--- src/rtl/fifo_sync_circular.sv ---
// fifo_sync_circular: single-clock circular FIFO with level, almost-full/empty
// thresholds, sticky overflow/underflow flags and a synchronous flush.
// Ports:
//   clk_in, nrst_in (async, active-low), clear_in (sync flush)
//   write_in, data_write_in -> push; read_in -> pop / acknowledge
//   data_read_out, full_out, empty_out, almost_full_out, almost_empty_out
//   level_out (0..DEPTH), overflow_out, underflow_out (sticky)
// Option: define FIFO_SYNC_FWFT_EN for first-word-fall-through reads;
//   otherwise data_read_out is a register loaded on each accepted read.
module fifo_sync_circular #(
  parameter int DEPTH        = 16,
  parameter int WIDTH        = 8,
  parameter int AFULL_LEVEL  = 14,
  parameter int AEMPTY_LEVEL = 2,
  localparam int AW          = $clog2(DEPTH),
  localparam int PTR_WIDTH   = AW + 1
) (
  input  logic                 clk_in,
  input  logic                 nrst_in,
  input  logic                 clear_in,
  input  logic                 write_in,
  input  logic [WIDTH-1:0]     data_write_in,
  input  logic                 read_in,
  output logic [WIDTH-1:0]     data_read_out,
  output logic                 full_out,
  output logic                 empty_out,
  output logic                 almost_full_out,
  output logic                 almost_empty_out,
  output logic [PTR_WIDTH-1:0] level_out,
  output logic                 overflow_out,
  output logic                 underflow_out
);

  logic [WIDTH-1:0]     mem [DEPTH];
  logic [PTR_WIDTH-1:0] wptr;
  logic [PTR_WIDTH-1:0] rptr;
  logic [PTR_WIDTH-1:0] level;
  logic [AW-1:0]        waddr;
  logic [AW-1:0]        raddr;
  logic                 wr_ok;
  logic                 rd_ok;
  logic                 ovf_q;
  logic                 udf_q;

  assign waddr = wptr[AW-1:0];
  assign raddr = rptr[AW-1:0];

  // Wrap bit makes full and empty distinguishable.
  assign level = wptr - rptr;

  assign level_out        = level;
  assign full_out         = (level == PTR_WIDTH'(DEPTH));
  assign empty_out        = (level == '0);
  assign almost_full_out  = (level >= PTR_WIDTH'(AFULL_LEVEL));
  assign almost_empty_out = (level <= PTR_WIDTH'(AEMPTY_LEVEL));
  assign overflow_out     = ovf_q;
  assign underflow_out    = udf_q;

  // Flush wins over both requests; a read frees the slot a full write needs.
  assign rd_ok = read_in & ~clear_in & ~empty_out;
  assign wr_ok = write_in & ~clear_in & (~full_out | rd_ok);

  always_ff @(posedge clk_in) begin
    if (wr_ok) begin
      mem[waddr] <= data_write_in;
    end
  end

  always_ff @(posedge clk_in or negedge nrst_in) begin
    if (!nrst_in) begin
      wptr <= '0;
      rptr <= '0;
    end else if (clear_in) begin
      wptr <= '0;
      rptr <= '0;
    end else begin
      if (wr_ok) begin
        wptr <= wptr + 1'b1;
      end
      if (rd_ok) begin
        rptr <= rptr + 1'b1;
      end
    end
  end

  always_ff @(posedge clk_in or negedge nrst_in) begin
    if (!nrst_in) begin
      ovf_q <= 1'b0;
      udf_q <= 1'b0;
    end else if (clear_in) begin
      ovf_q <= 1'b0;
      udf_q <= 1'b0;
    end else begin
      if (write_in && !wr_ok) begin
        ovf_q <= 1'b1;
      end
      if (read_in && !rd_ok) begin
        udf_q <= 1'b1;
      end
    end
  end

`ifdef FIFO_SYNC_FWFT_EN
  // Head word is shown directly; read_in only acknowledges it.
  assign data_read_out = empty_out ? '0 : mem[raddr];
`else
  logic [WIDTH-1:0] rdata_q;

  always_ff @(posedge clk_in or negedge nrst_in) begin
    if (!nrst_in) begin
      rdata_q <= '0;
    end else if (clear_in) begin
      rdata_q <= '0;
    end else if (rd_ok) begin
      rdata_q <= mem[raddr];
    end
  end

  assign data_read_out = rdata_q;
`endif

endmodule
--- config.mk ---
export PLATFORM = sky130hd
export DESIGN_NAME = fifo_sync_circular
export DESIGN_NICKNAME = d
export VERILOG_FILES = /design/src/rtl/fifo_sync_circular.sv
export SDC_FILE = /design/constraint.sdc
export NUM_CORES = 1
export LEC_CHECK = 0
export ABC_AREA = 1
export BUFFER_PORTS_ARGS = -buffer_cell sky130_fd_sc_hd__buf_4
export CELL_PAD_IN_SITES_DETAIL_PLACEMENT = 0
export CELL_PAD_IN_SITES_GLOBAL_PLACEMENT = 2
export CORE_MARGIN = 8
export CORE_UTILIZATION = 30
export CTS_CLUSTER_SIZE = 10
export DETAILED_ROUTE_END_ITERATION = 16
export PLACE_DENSITY_LB_ADDON = 0.1
export SETUP_SLACK_MARGIN = 0.2
export SYNTH_ARGS = -nofsm -noshare
export SYNTH_HDL_FRONTEND = slang
export SYNTH_SLANG_ARGS = --single-unit
export TNS_END_PERCENT = 10
--- constraint.sdc ---
create_clock -name clk_in -period 2.89 [get_ports clk_in]
set_clock_uncertainty 0.15 [all_clocks]
set_input_delay 0.289 -clock clk_in [delete_from_list [all_inputs] [get_ports clk_in]]
set_output_delay 0.289 -clock clk_in [all_outputs]
set_load 0.005 [all_outputs]
After elaboration in Yosys (flattened, before gate mapping):

Memory sizes are Yosys's and may differ from the RTL's.
Cells that the tools add are included.

* bits in registers: 20
* memory bits (writable): 128
* bits of input ports: 13
* word-level logic and storage cells: 41
* memories: 1

Memories
* mem: depth 16, bits a word 8, rd ports 1, clocked after Yosys merged registers in 0, write ports 1, RTL line 34 `logic [WIDTH-1:0] mem [DEPTH];`

* $add $sub $neg: 3
* magnitude comparators: 2
* equal/unequal tests: 1
* multiplexer cells: 12
* bitwise gates (word level): 8
* reduce and logical (&&, ||, !) cells: 9

Operator list (number)
* $mux 5: 4
* $mux 8: 2
* $add 5x1->5 const B: 2
* $reduce_bool 2->1: 4
* $mux 1: 6
* $eq 5x5->1 const B: 1
* $ge 5x4->1 const B: 1
* $le 5x2->1 const B: 1
* $logic_not 5->1: 1
* $sub 5x5->5: 1
* $and 1x1->1: 4
* $not 1->1: 3
* $logic_and 1x1->1: 2
* $logic_not 1->1: 2
* $or 1x1->1: 1

Longest topological paths before layout:

Gate-level depths: netlist of the first run.

* depth after elaboration: 10
* gate-level depth with buffers: 14

Worst setup path before layout of the first run:

No wires, ideal clock.

* kind: reg2reg
* start: reg wptr[0]
* end: mem mem[4][0] (enable)
* library setup time: 383 ps
* arrival time: 2497 ps
* slack: -140 ps
* stages on the path, launching flop included: 10
* buffers on the path: 1
* clock period less this slack: 3030 ps
* cells stage by stage: dfrtp_1 -> inv_1 -> ha_1 -> fa_1 -> xnor2_1 -> nor2_4 -> nand4_4 -> nand2_2 -> buf_4 -> nor3_1

* word-level cells in the longest chain between the ends: 8
* elaborated cells between the ends (all ways): 10

Ends and longest elaborated chain
* start, declared: RTL line 35 `logic [PTR_WIDTH-1:0] wptr;`
* start signal, assigned: RTL line 78 `wptr <= wptr + 1'b1;`
* $sub 5x5->5 (*): RTL line 49 `assign level = wptr - rptr;`
* via level_out[2]: RTL line 29 `output logic [PTR_WIDTH-1:0] level_out,`
* $logic_not 5->1: RTL line 53 `assign empty_out = (level == '0);`
* $not 1->1: RTL line 60 `assign rd_ok = read_in & ~clear_in & ~empty_out;`
* $and 1x1->1: RTL line 60
* $or 1x1->1 (*): RTL line 61 `assign wr_ok = write_in & ~clear_in & (~full_out | rd_ok);`
* $and 1x1->1 (*): RTL line 61
* $mux 1 (*): RTL line 64 `if (wr_ok) begin`
* $mux 1 (implied by the code) (*): RTL line 65 `mem[waddr] <= data_write_in;`
* end, declared: RTL line 34

Mark *: on every way through the listed nets, which the timed path passes. The rest lies on a longest branch.

Final worst setup path of the first run:

* start: reg rptr[0]
* end: out full_out

* word-level cells in the longest chain between the ends: 2

Ends and longest elaborated chain
* start, declared: RTL line 36 `logic [PTR_WIDTH-1:0] rptr;`
* start signal, assigned: RTL line 81 `rptr <= rptr + 1'b1;`
* $sub 5x5->5: RTL line 49
* $eq 5x5->1: RTL line 52 `assign full_out = (level == PTR_WIDTH'(DEPTH));`
* end, declared: RTL line 25 `output logic full_out,`

No other way between the ends.

==> results by group, run 1 <==
Status
  – Status: finished, final reports clean

Worst hold path
  – HP Class: primary input to register
  – WHS Path Cells: 3

Route
  – Via-per-instance ratio: 4.77
  – Drt total wl: 18.9 mm
  – Total iterations of the first detailed-routing run: 6
  – DRT iter0 DRCs: 234
  – Via Count: roughly 4400
  – Post-DRT Antenna Nets: 0
  – DR WL/cell: 20.4 µm
  – # DRC: 0

Floorplan
  – Die ar.: 0.0266 mm²
  – I/O pin total: 32
  – Num rows: 54
  – Chip width: between 150 and 200 µm
  – Core area: 0.0216 mm²
  – Starting Density: 30.1%
  – Chip height: 163 µm

Critical path
  – CP cell instances: ha_4 -> fa_2 -> nand3b_1 -> nand2_1 -> nand2_2 -> nand2_4 -> buf_6 -> inv_1 -> nor2_2 -> buf_4
  – Worst setup SP type: register
  – Max FO, Critical Path: 4
  – CP Class: register to primary output
  – CP endpoint kind: primary output
  – Critical path required time: approximately 2500 ps
  – Worst path arrival time: 2260 ps
  – Max incr delay on CP: 420 ps
  – Max stage delay cell, worst path: dfrtp_2
  – Reg2reg path depth: 9

Yosys
  – Top cell type's share of synthesized area: 59.2%
  – Area leader, netlist: edfxtp_1
  – Most numerous cell in the Yosys netlist: edfxtp_1
  – Seq cells post-synth: 148
  – Most used DFF post-synth: edfxtp_1
  – Mapped Nets: ~610
  – Synth area leaders: edfxtp_1 59%, dfrtp_1 7.7%, nor2_1 6.4%
  – Yosys cell types: 31
  – Sequential share of the synthesized area: 66.9%
  – Ys async rst share: 13.5%
  – Post-synthesis cell area: 0.00650 mm²
  – Commonest cells post-synth: 128 x edfxtp_1, 110 x nor2_1, 79 x nand2_1
  – EDFF count, synth: between 100 and 150
  – Yosys synthesis warning count: 0
  – Mapped Cells: 583
  – Post-Syn Area per Cell: 11.1 µm²

Timing
  – Setup violators final: 0
  – Rel. slew slack: between 50 and 60%
  – Max-slew violations: 0
  – Max Freq: between 0.3 and 0.4 GHz
  – Final hold vios: 0
  – Period Utilization, post-route: 93.3%
  – Unrepaired setup endpoints after global routing: yes
  – Final TNS setup: 0 ps
  – Post-route minimum period: 2700 ps
  – Slew @ Worst Pin: 737 ps

Clock network
  – Worst skew pair latency: 420 ps
  – CTS max path bufs: 2
  – CTS tree: yes
  – H-tree depth: 4
  – CTS clk-pin slew, worst paths: 60 ps
  – Num CTS Buffers: 17
  – Clock Tree Root: clkbuf_16
  – Clock sink total: roughly 150

Place
  – Placer Congestion: 0.809
  – # port buffers: 31
  – Hpwl dp: 12.6 mm

Layout
  – Final nets: approximately 660
  – Antenna Cells: 0
  – Layout cells sized above 1: between 10% and 20%
  – P&R area growth vs syn: 23.1%

Pwr
  – Power density over the cells: 813 mW/mm²
  – Leakage: 3.08 nW
  – Peak VDD IR: 0.393 mV
  – Final Total Pwr: 0.00651 W

Global routing
  – Antenna violations before repair: 0
  – Vias in the first global route: 4630
  – Largest net degree at the start of global routing: 70
  – Remaining Overflow, GRT: 0
  – Global-route wire length before repair: between 20 and 30 mm
  – Tot GR Track Use: approximately 15%

Job
  – # Max-Cap Violations: 0
==> sequential cells by signal, summed over array words and instances, names as in the netlist <==
| signal | flops |
|---|---|
| wptr | 5 |
| overflow_out | 1 |
| rptr | 5 |
| data_read_out | 8 |
| underflow_out | 1 |
| mem | 128 |
==> worst max-delay path, delay by kind of cell (launching register included) <==
kind,cells,cell delay (ps)
simple gates,5,550
flops,1,420
buf+inv,3,280
fa+ha+maj,2,580
==> stage by stage <==
stage	instance area, µm²	utilization, %	hold slack, ps	cells	worst slack (ps)
global route	8000	37.1	18.9	925	75.7
global placement	7150	33.2	49.1	882	78.8
CTS	7870	36.5	6.71	920	17.3
detailed placement	7150	33.2	47.6	882	-28.7
floorplan	6580	-	-157	583	90.3
finish	8000	37.1	21.1	925	193
==> what timing repair did <==
action,CTS,global route
setup endpoints to repair,132,138
resized for setup,9,15
pin swaps,2,6
hold endpoints to repair,22,0
hold buffers,3,0
setup buffers,3,5
==> kinds of logic (layout without fill, tap and decap cells) <==
| group | Yosys count | in the layout | share of synthesized area [%] |
|---|---|---|---|
| AO/OA/AOI/OAI | 88 | 88 | 7.57 |
| XOR/XNOR | 9 | 9 | 1.21 |
| adder cells (fa/ha/maj) | 10 | 10 | 2.04 |
| buffers and inverters | 64 | 126 | 4.37 |
| flip-flops | 148 | 148 | 66.9 |
| AND/OR/NAND/NOR | 264 | 264 | 17.9 |
==> final cells by class <==
type / count / area (µm²)
fillers: 2095 / 13600
flip-flops and latches: 148 / 4350
multi-input cells: 371 / 2070
repair buffers: 60 / 499
clock buffers: 17 / 425
well taps: 280 / 350
clock inverters: 15 / 176
inverters: 34 / 128
==> worst paths after layout <==
kind,start,to,slack (ps)
min,write_in,wptr[3],20
max reg2reg,rptr[0],mem[13][5],270
max in group asynchronous,nrst_in,rptr[0],2200
min in group asynchronous,nrst_in,data_read_out[1],140
min reg2reg,underflow_out,underflow_out,350
max,rptr[0],full_out,190
==> where the power goes <==
part	leakage (nW)	switching, W	total (W)	internal [W]
clock	0.293	0.000929	0.00222	0.00130
sequential	1.42	0.0000391	0.00244	0.00240
combinational	1.36	0.00120	0.00184	0.000645
==> placed cells by master, fill, tap and decap left out, types with 3 or more instances in the layout <==
cell type        n
inv_8            3
a21oi_1          4
o211ai_1        11
clkinv_4         8
o21ai_1          3
nand3_2          5
buf_4           53
inv_1           29
ha_1             8
nand3b_1         3
dlygate4sd3_1    3
nor2_1         108
nand2_2          3
nand4_1          3
inv_2            3
buf_12           3
nand3_1         40
nor2_4           3
dfrtp_1         19
xor2_1           7
clkbuf_16       17
edfxtp_1       128
o22ai_1          6
nand2_1         78
o21ai_0         62
nor3_4          15
==> metal layers <==
metal / global-route usage (%) / wire length, µm / up-vias
met2: 23.9 / 9280 / 92
met5: 0 / 0 / -
met1: 19.4 / 8670 / 2179
met3: 3.25 / 635 / 19
met4: 4.92 / 299 / 0
li1: - / - / 2125
Note: power is estimated with default switching activity, not from simulation.
==> inputs of run 2 (changes only) <==
--- a/config.mk
+++ b/config.mk
@@ -5,7 +5,6 @@
 export SDC_FILE = /design/constraint.sdc
 export NUM_CORES = 1
 export LEC_CHECK = 0
-export ABC_AREA = 1
 export BUFFER_PORTS_ARGS = -buffer_cell sky130_fd_sc_hd__buf_4
 export CELL_PAD_IN_SITES_DETAIL_PLACEMENT = 0
 export CELL_PAD_IN_SITES_GLOBAL_PLACEMENT = 2
==> constraint.sdc (replaced) <==
create_clock -name clk_in -period 3.38 [get_ports clk_in]
set_clock_uncertainty 0.15 [all_clocks]
set_input_delay 0.507 -clock clk_in [delete_from_list [all_inputs] [get_ports clk_in]]
set_output_delay 0.507 -clock clk_in [all_outputs]
set_load 0.005 [all_outputs]
==> results by group, run 2 <==
Critical path
  – CP Class: register to primary output (unchanged)
  – Max FO, Critical Path: 6 (was 4)
  – CP endpoint kind: primary output (unchanged)
  – Crit path from: wptr[1] (was rptr[0])
  – Levels on crit path: 8 (was 10)
  – CP cell instances: inv_1 -> fa_2 -> nand2b_4 -> a21oi_4 -> xnor2_2 -> inv_2 -> a2111oi_4 -> buf_4 (was ha_4 -> fa_2 -> nand3b_1 -> nand2_1 -> nand2_2 -> nand2_4 -> buf_6 -> inv_1 -> nor2_2 -> buf_4)
  – Max incr delay on CP: 450 ps (was 420 ps)
  – Worst path arrival time: 2410 ps (was 2260 ps)
  – Crit Reg-Reg Startpoint: wptr[1] (was rptr[0])
  – R2R setup slack: 410 ps (was 270 ps)
  – Reg2reg path depth: 9 (unchanged)
  – Worst setup SP type: register (unchanged)
  – R2r endpoint: mem[6][6] (was mem[13][5])
  – Crit path to: almost_empty_out (was full_out)
  – Crit path max-delay family: adder cells (unchanged)
  – CP Buf/Inv Count: 3 (unchanged)
  – Max stage delay cell, worst path: fa_2 (was dfrtp_2)
  – Critical path required time: 2720 ps (was 2450 ps)

Layout
  – Max reg flops: 128 (unchanged)
  – Final nets: 473 (was 655)
  – Layout cells sized above 1: 34.4% (was 19.8%)
  – Post-route insts no fill: 737 (was 925)
  – Largest Register: mem (unchanged)
  – Most common cell after layout, fill and taps aside: edfxtp_1 (unchanged)
  – Most frequent cells in the layout: 128 x edfxtp_1, 64 x buf_4, 31 x mux4_2 (was 128 x edfxtp_1, 108 x nor2_1, 78 x nand2_1)
  – Antenna Cells: 0 (unchanged)
  – P&R area growth vs syn: 21.9% (was 23.1%)

Yosys
  – Mapped Nets: 408 (was 606)
  – Commonest cells post-synth: 128 x edfxtp_1, 31 x mux4_2, 28 x nor2_1 (was 128 x edfxtp_1, 110 x nor2_1, 79 x nand2_1)
  – Sequential share of the synthesized area: 67.6% (was 66.9%)
  – Synth Area in Simple Gates: 9.19% (was 17.9%)
  – Ys async rst share: 13.5% (unchanged)
  – Top cell type's share of synthesized area: 59.8% (was 59.2%)
  – Synth Area in Adders: 2.06% (was 2.04%)
  – Post-synthesis cell area: 0.00642 mm² (was 0.00650 mm²)
  – Post-synthesis mux area share: 12.9% (was 0%)
  – Compound-cell area share of the yosys netlist: 4.73% (was 7.57%)
  – Yosys synthesis warning count: 0 (unchanged)
  – Largest family of logic cells by synthesized area: multiplexers (was simple AND/OR/NAND/NOR gates)
  – Yosys cell types: 47 (was 31)
  – EDFF count, synth: 128 (unchanged)
  – Most used DFF post-synth: edfxtp_1 (unchanged)
  – Synth area leaders: edfxtp_1 60%, mux4_2 11%, dfrtp_1 7.8% (was edfxtp_1 59%, dfrtp_1 7.7%, nor2_1 6.4%)
  – Area leader, netlist: edfxtp_1 (unchanged)
  – Mapped Cells: 385 (was 583)
  – Xor/xnor cell area share of the yosys netlist: 0.915% (was 1.21%)
  – Post-Syn Area per Cell: 16.7 µm² (was 11.1 µm²)
  – Seq cells post-synth: 148 (unchanged)
  – Most numerous cell in the Yosys netlist: edfxtp_1 (unchanged)

Pwr
  – Leakage: 2.66 nW (was 3.08 nW)
  – Power density over the cells: 751 mW/mm² (was 813 mW/mm²)
  – Final Total Pwr: 0.00588 W (was 0.00651 W)
  – Combinational Power Share: 33.8% (was 28.3%)
  – Peak VDD IR: 0.330 mV (was 0.393 mV)
  – Reg power frac: 36.5% (was 37.5%)
  – Sw Ratio: 31.4% (was 33.3%)
  – Clock power frac: 29.8% (was 34.2%)
  – Psw: 0.00185 W (was 0.00217 W)
  – Internal power: 0.00403 W (was 0.00434 W)

Timing
  – Period Utilization, post-route: 90.6%
  – Rel. slew slack: 48.9% (was 50.9%)
  – Slew @ Worst Pin: 767 ps (was 737 ps)
  – Setup violators final: 0 (unchanged)
  – Max Freq: roughly 0.33 GHz
  – Final hold vios: 0 (unchanged)
  – Max-slew violations: 0 (unchanged)
  – Unrepaired setup endpoints after global routing: yes (unchanged)
  – Hold WS: 275 ps (was 21.1 ps)
  – Post-route minimum period: 3060 ps
  – Final TNS setup: 0 ps (unchanged)

Worst hold path
  – HP Class: primary input to register (unchanged)

Global routing
  – Remaining Overflow, GRT: 0 (unchanged)
  – GR met1 Demand/Resource: 17.1% (was 19.4%)
  – Global-route wire length before repair: 25.3 mm (was 28.5 mm)
  – Antenna violations before repair: 0 (unchanged)
  – Vias in the first global route: 3831 (was 4630)
  – Largest net degree at the start of global routing: 38 (was 70)
  – Met2 GRT Util: 22.2% (was 23.9%)
  – Most crowded layer after global routing: met2 (unchanged)
  – Tot GR Track Use: 13.3% (was 14.8%)
  – Global-route met3 utilization: 2.48% (was 3.25%)

Clock network
  – Clock Tree Root: clkbuf_16 (unchanged)
  – CTS max path bufs: 2 (unchanged)
  – Num CTS Buffers: 17 (unchanged)
  – Worst skew pair latency: 420 ps (about the same)
  – H-tree depth: 4 (unchanged)
  – Clock sink total: 148 (unchanged)
  – CTS tree: yes (unchanged)
  – CTS clk-pin slew, worst paths: 60 ps (about the same)

Status
  – Status: finished, final reports clean (unchanged)

Floorplan
  – Starting Density: 30.6% (was 30.1%)
  – Die ar.: 0.0264 mm² (was 0.0266 mm²)
  – Core area: 0.0210 mm² (was 0.0216 mm²)
  – Num rows: 53 (was 54)
  – Chip width: 162 µm (was 163 µm)
  – I/O pin total: 32 (unchanged)
  – Chip height: 162 µm (was 163 µm)

Place
  – Placer Congestion: 0.760 (was 0.809)
  – # port buffers: 31 (unchanged)
  – Placed insts: 698 (was 882)
  – Hpwl dp: 11.1 mm (was 12.6 mm)

Route
  – Via-per-instance ratio: 4.85 (was 4.77)
  – Total iterations of the first detailed-routing run: 4 (was 6)
  – DR WL/cell: 22.5 µm (was 20.4 µm)
  – Post-DRT Antenna Nets: 0 (unchanged)
  – Via Count: 3574 (was 4415)
  – Drt total wl: 16.6 mm (was 18.9 mm)
  – DRT iter0 DRCs: 235 (was 234)
  – # DRC: 0 (unchanged)

Job
  – # Max-Cap Violations: 0 (unchanged)
## run 2: how the worst min path moves through the flow
stage                      from          endpoint  slack [ps]  cells past startpoint
3_3_place_gp            nrst_in      overflow_out         270                      1
5_1_grt        data_write_in[6]         mem[8][6]         280                      1
4_1_cts        data_write_in[6]         mem[8][6]         270                      1
6_report       data_write_in[3]        mem[12][3]         280                      1
2_1_floorplan           nrst_in  data_read_out[0]          60                      0
3_5_place_dp            nrst_in      overflow_out         280                      1
## run 2: per-stage QoR
stage	setup slack [ps]	area (µm²)	utilization [%]
after floorplan	140	6460	-
after global placement	305	7140	34.0
after detailed placement	289	7140	34.0
after CTS	202	7810	37.1
after global routing	178	7830	37.2
final	317	7830	37.2
## run 2: kinds of logic (layout without fill, tap and decap cells)
logic type	Yosys count	count (layout)
AO/OA/AOI/OAI	42	42
XOR/XNOR	5	5
adder cells (fa/ha/maj)	10	10
buffers and inverters	37	114
flip-flops	148	148
multiplexers	43	43
AND/OR/NAND/NOR	100	100
## run 2: layout make-up
type | count | area (µm²)
Fill cell | 1975 | 13200
Sequential cell | 148 | 4350
Multi-Input combinational cell | 200 | 2030
Timing Repair Buffer | 66 | 502
Clock buffer | 20 | 437
Tap cell | 275 | 344
Clock inverter | 11 | 104
Inverter | 17 | 63.8
## run 2: worst register-to-register path: cells and delay by family, from the launching register on
family                     cells  cell delay [ps]
AOI/OAI and AO/OA              1              100
DFF                            1              420
and+or+nand+nor                3              730
buffers and inverters          3              540
adders and majority gates      1              450
xor gates and xnor gates       1              280
## run 2: layer usage
layer  share of wire [%]  vias up
met2                  51       33
met5                   0        -
met1                  46     1869
met3                 1.8       17
met4                 1.3        0
li1                    -     1655
## run 2: power by group through the flow
stage               logic, W  clock network, W  registers [W]
global placement     0.00178                 0        0.00218
detailed placement   0.00177                 0        0.00218
floorplan            0.00106                 0        0.00217
CTS                  0.00201           0.00179        0.00215
global route         0.00216           0.00186        0.00216
finish               0.00198           0.00175        0.00214
## run 2: timing repair
action | in CTS | in global routing
endpoints found under the hold margin | 20 | 0
pin swaps | 4 | 2
buffers inserted | 7 | 0
hold buffers | 1 | 0
setup endpoints to repair | 4 | 3
resized for setup | 13 | 4
==> inputs of run 3 (changes only) <==
==> constraint.sdc (replaced) <==
create_clock -name clk_in -period 2.8 [get_ports clk_in]
set_clock_uncertainty 0.15 [all_clocks]
set_input_delay 0.42 -clock clk_in [delete_from_list [all_inputs] [get_ports clk_in]]
set_output_delay 0.42 -clock clk_in [all_outputs]
set_load 0.005 [all_outputs]
==> results by group, run 3 (synthesis gave the netlist of run 2 again) <==
Route
  – Drt total wl: 17.3 mm (was 16.6 mm)
  – DR WL/cell: 22.6 µm (was 22.5 µm)
  – Via Count: 3718 (was 3574)
  – Total iterations of the first detailed-routing run: 4 (unchanged)
  – Via-per-instance ratio: 4.87 (was 4.85)
  – DRT iter0 DRCs: 214 (was 235)
  – Post-DRT Antenna Nets: 0 (unchanged)
  – # DRC: 0 (unchanged)

Clock network
  – CTS tree: yes (unchanged)
  – Clock Tree Root: clkbuf_16 (unchanged)
  – CTS max path bufs: 2 (unchanged)
  – Clock sink total: 148 (unchanged)
  – CTS clk-pin slew, worst paths: 60 ps (about the same)
  – Worst skew pair latency: 430 ps (was 420 ps)
  – H-tree depth: 4 (unchanged)
  – Num CTS Buffers: 17 (unchanged)

Floorplan
  – I/O pin total: 32 (unchanged)
  – Die ar.: 0.0264 mm² (unchanged)
  – Starting Density: 30.6% (unchanged)
  – Chip width: 162 µm (unchanged)
  – Num rows: 53 (unchanged)
  – Chip height: 162 µm (unchanged)
  – Core area: 0.0210 mm² (unchanged)

Layout
  – Reg area: 0.00435 mm² (about the same)
  – Largest Register: mem (unchanged)
  – Max reg flops: 128 (unchanged)
  – Multi-input gate area: 0.00226 mm² (was 0.00203 mm²)
  – Final nets: 499 (was 473)
  – Post-route insts no fill: 764 (was 737)
  – P&R area growth vs syn: 30.8% (was 21.9%)
  – Most common cell after layout, fill and taps aside: edfxtp_1 (unchanged)
  – Post-Route Utilization: 40.0% (was 37.2%)
  – Layout cells sized above 1: 41.3% (was 34.4%)
  – Final instance area: 0.00840 mm² (was 0.00783 mm²)
  – Filler instances: 1913 (was 1975)
  – Most frequent cells in the layout: 128 x edfxtp_1, 75 x buf_4, 31 x mux4_2 (was 128 x edfxtp_1, 64 x buf_4, 31 x mux4_2)
  – Antenna Cells: 0 (unchanged)

Place
  – Hpwl dp: 11.7 mm (was 11.1 mm)
  – Placer Congestion: 0.723 (was 0.760)
  – DP Area: 0.00736 mm² (was 0.00714 mm²)
  – # port buffers: 31 (unchanged)
  – Placed insts: 707 (was 698)

Status
  – Status: complete, but fails checks (was finished, final reports clean)
  – Violated checks: negative setup slack

Pwr
  – Combinational Power Share: 38.2% (was 33.8%)
  – Internal power: 0.00544 W (was 0.00403 W)
  – Sw Ratio: 31.0% (was 31.4%)
  – Reg power frac: 32.7% (was 36.5%)
  – Power density over the cells: 939 mW/mm² (was 751 mW/mm²)
  – Peak VDD IR: 0.450 mV (was 0.330 mV)
  – Leakage: 2.88 nW (was 2.66 nW)
  – Psw: 0.00245 W (was 0.00185 W)
  – Clock power frac: 29.1% (was 29.8%)

Timing
  – Hold WS: 201 ps (was 275 ps)
  – Max-slew violations: 0 (unchanged)
  – Setup violators final: 133 (was 0)
  – Final setup margin: -185 ps (was 317 ps)
  – Final hold vios: 0 (unchanged)
  – Post-route minimum period: between 2000 and 3000 ps
  – Unrepaired setup endpoints after global routing: yes (unchanged)
  – Slew @ Worst Pin: 741 ps (was 767 ps)
  – Period Utilization, post-route: 107%
  – Rel. slew slack: 50.6% (was 48.9%)
  – Max Freq: ~0.33 GHz

Critical path
  – Reg2reg path depth: 9 (unchanged)
  – R2R setup slack: -190 ps (was 410 ps)
  – Worst path arrival time: 2900 ps (was 2410 ps)
  – Worst setup SP type: register (unchanged)
  – Max FO, Critical Path: 8 (was 6)
  – Crit Reg-Reg Startpoint: rptr[0] (was wptr[1])
  – R2r endpoint: mem[15][7] (was mem[6][6])
  – CP endpoint kind: register (was primary output)
  – Critical path required time: 2710 ps (was 2720 ps)
  – CP Class: register to register (was register to primary output)

Job
  – # Max-Cap Violations: 0 (unchanged)

Global routing
  – Tot GR Track Use: 13.5% (was 13.3%)
  – Remaining Overflow, GRT: 0 (unchanged)
  – Antenna violations before repair: 0 (unchanged)
  – Global-route wire length before repair: 25.7 mm (was 25.3 mm)
  – Vias in the first global route: 3960 (was 3831)
  – Largest net degree at the start of global routing: 38 (unchanged)

Worst hold path
  – HP Class: primary input to register (unchanged)
  – Hold EP: mem[11][3] (was mem[12][3])
  – WHS Path Cells: 1 (unchanged)
  – Critical hold path startpoint: data_write_in[3] (unchanged)
[run 3: area by class of cell]
class,count,share of cell area [%]
flip-flops and latches,148,51.7
repair buffers,92,9.47
clock buffers,18,5.11
multi-input cells,200,26.9
inverters,17,0.759
well taps,275,4.09
clock inverters,14,1.92
[run 3: routing by layer]
layer	vias to the layer above	part of all wire [%]	global-route usage [%]
met5	-	0	0
met4	0	1.5	4.55
met3	14	2.9	2.96
met2	58	49	21.7
met1	1936	46	17.8
li1	1710	-	-
[run 3: power groups by stage]
stage          sequential, W  clock, W  combinational, W
2_1_floorplan        0.00263         0           0.00140
3_5_place_dp         0.00263         0           0.00237
5_1_grt              0.00259   0.00243           0.00321
6_report             0.00258   0.00230           0.00301
3_3_place_gp         0.00262         0           0.00237
4_1_cts              0.00258   0.00234           0.00299
[run 3: how the worst max path moves through the flow]
stage	cells past startpoint	slack (ps)	start	to
2_1_floorplan	11	-230	wptr[0]	mem[8][0]
3_3_place_gp	7	-140	rptr[0]	mem[0][7]
3_5_place_dp	7	-200	rptr[0]	mem[3][1]
4_1_cts	8	-210	rptr[0]	empty_out
5_1_grt	9	-260	rptr[0]	mem[15][6]
6_report	9	-190	rptr[0]	mem[15][7]
[run 3: worst max-delay path: stages, from the launching register on]
cell,delay [ps]
dfrtp_2,430
ha_4,170
fa_2,410
xnor2_4,240
nor4b_4,90
or2_1,260
and2_4,190
buf_12,150
buf_12,130
nor3_4,410
[run 3: timing repair]
| item | 4_1_cts | 5_1_grt |
|---|---|---|
| hold buffers | 1 | 0 |
| resized for setup | 42 | 6 |
| buffers inserted | 16 | 8 |
| pin swaps | 25 | 16 |
| endpoints found under the setup margin | 147 | 152 |
| endpoints found under the hold margin | 20 | 0 |
[run 3: metrics by stage]
stage | power (W) | setup slack (ps) | TNS (ps)
3_3_place_gp | 0.00499 | -141 | -11430
6_report | 0.00789 | -185 | -13800
2_1_floorplan | 0.00403 | -226 | -22800
3_5_place_dp | 0.00500 | -204 | -19610
5_1_grt | 0.00823 | -263 | -26470
4_1_cts | 0.00791 | -207 | -11070
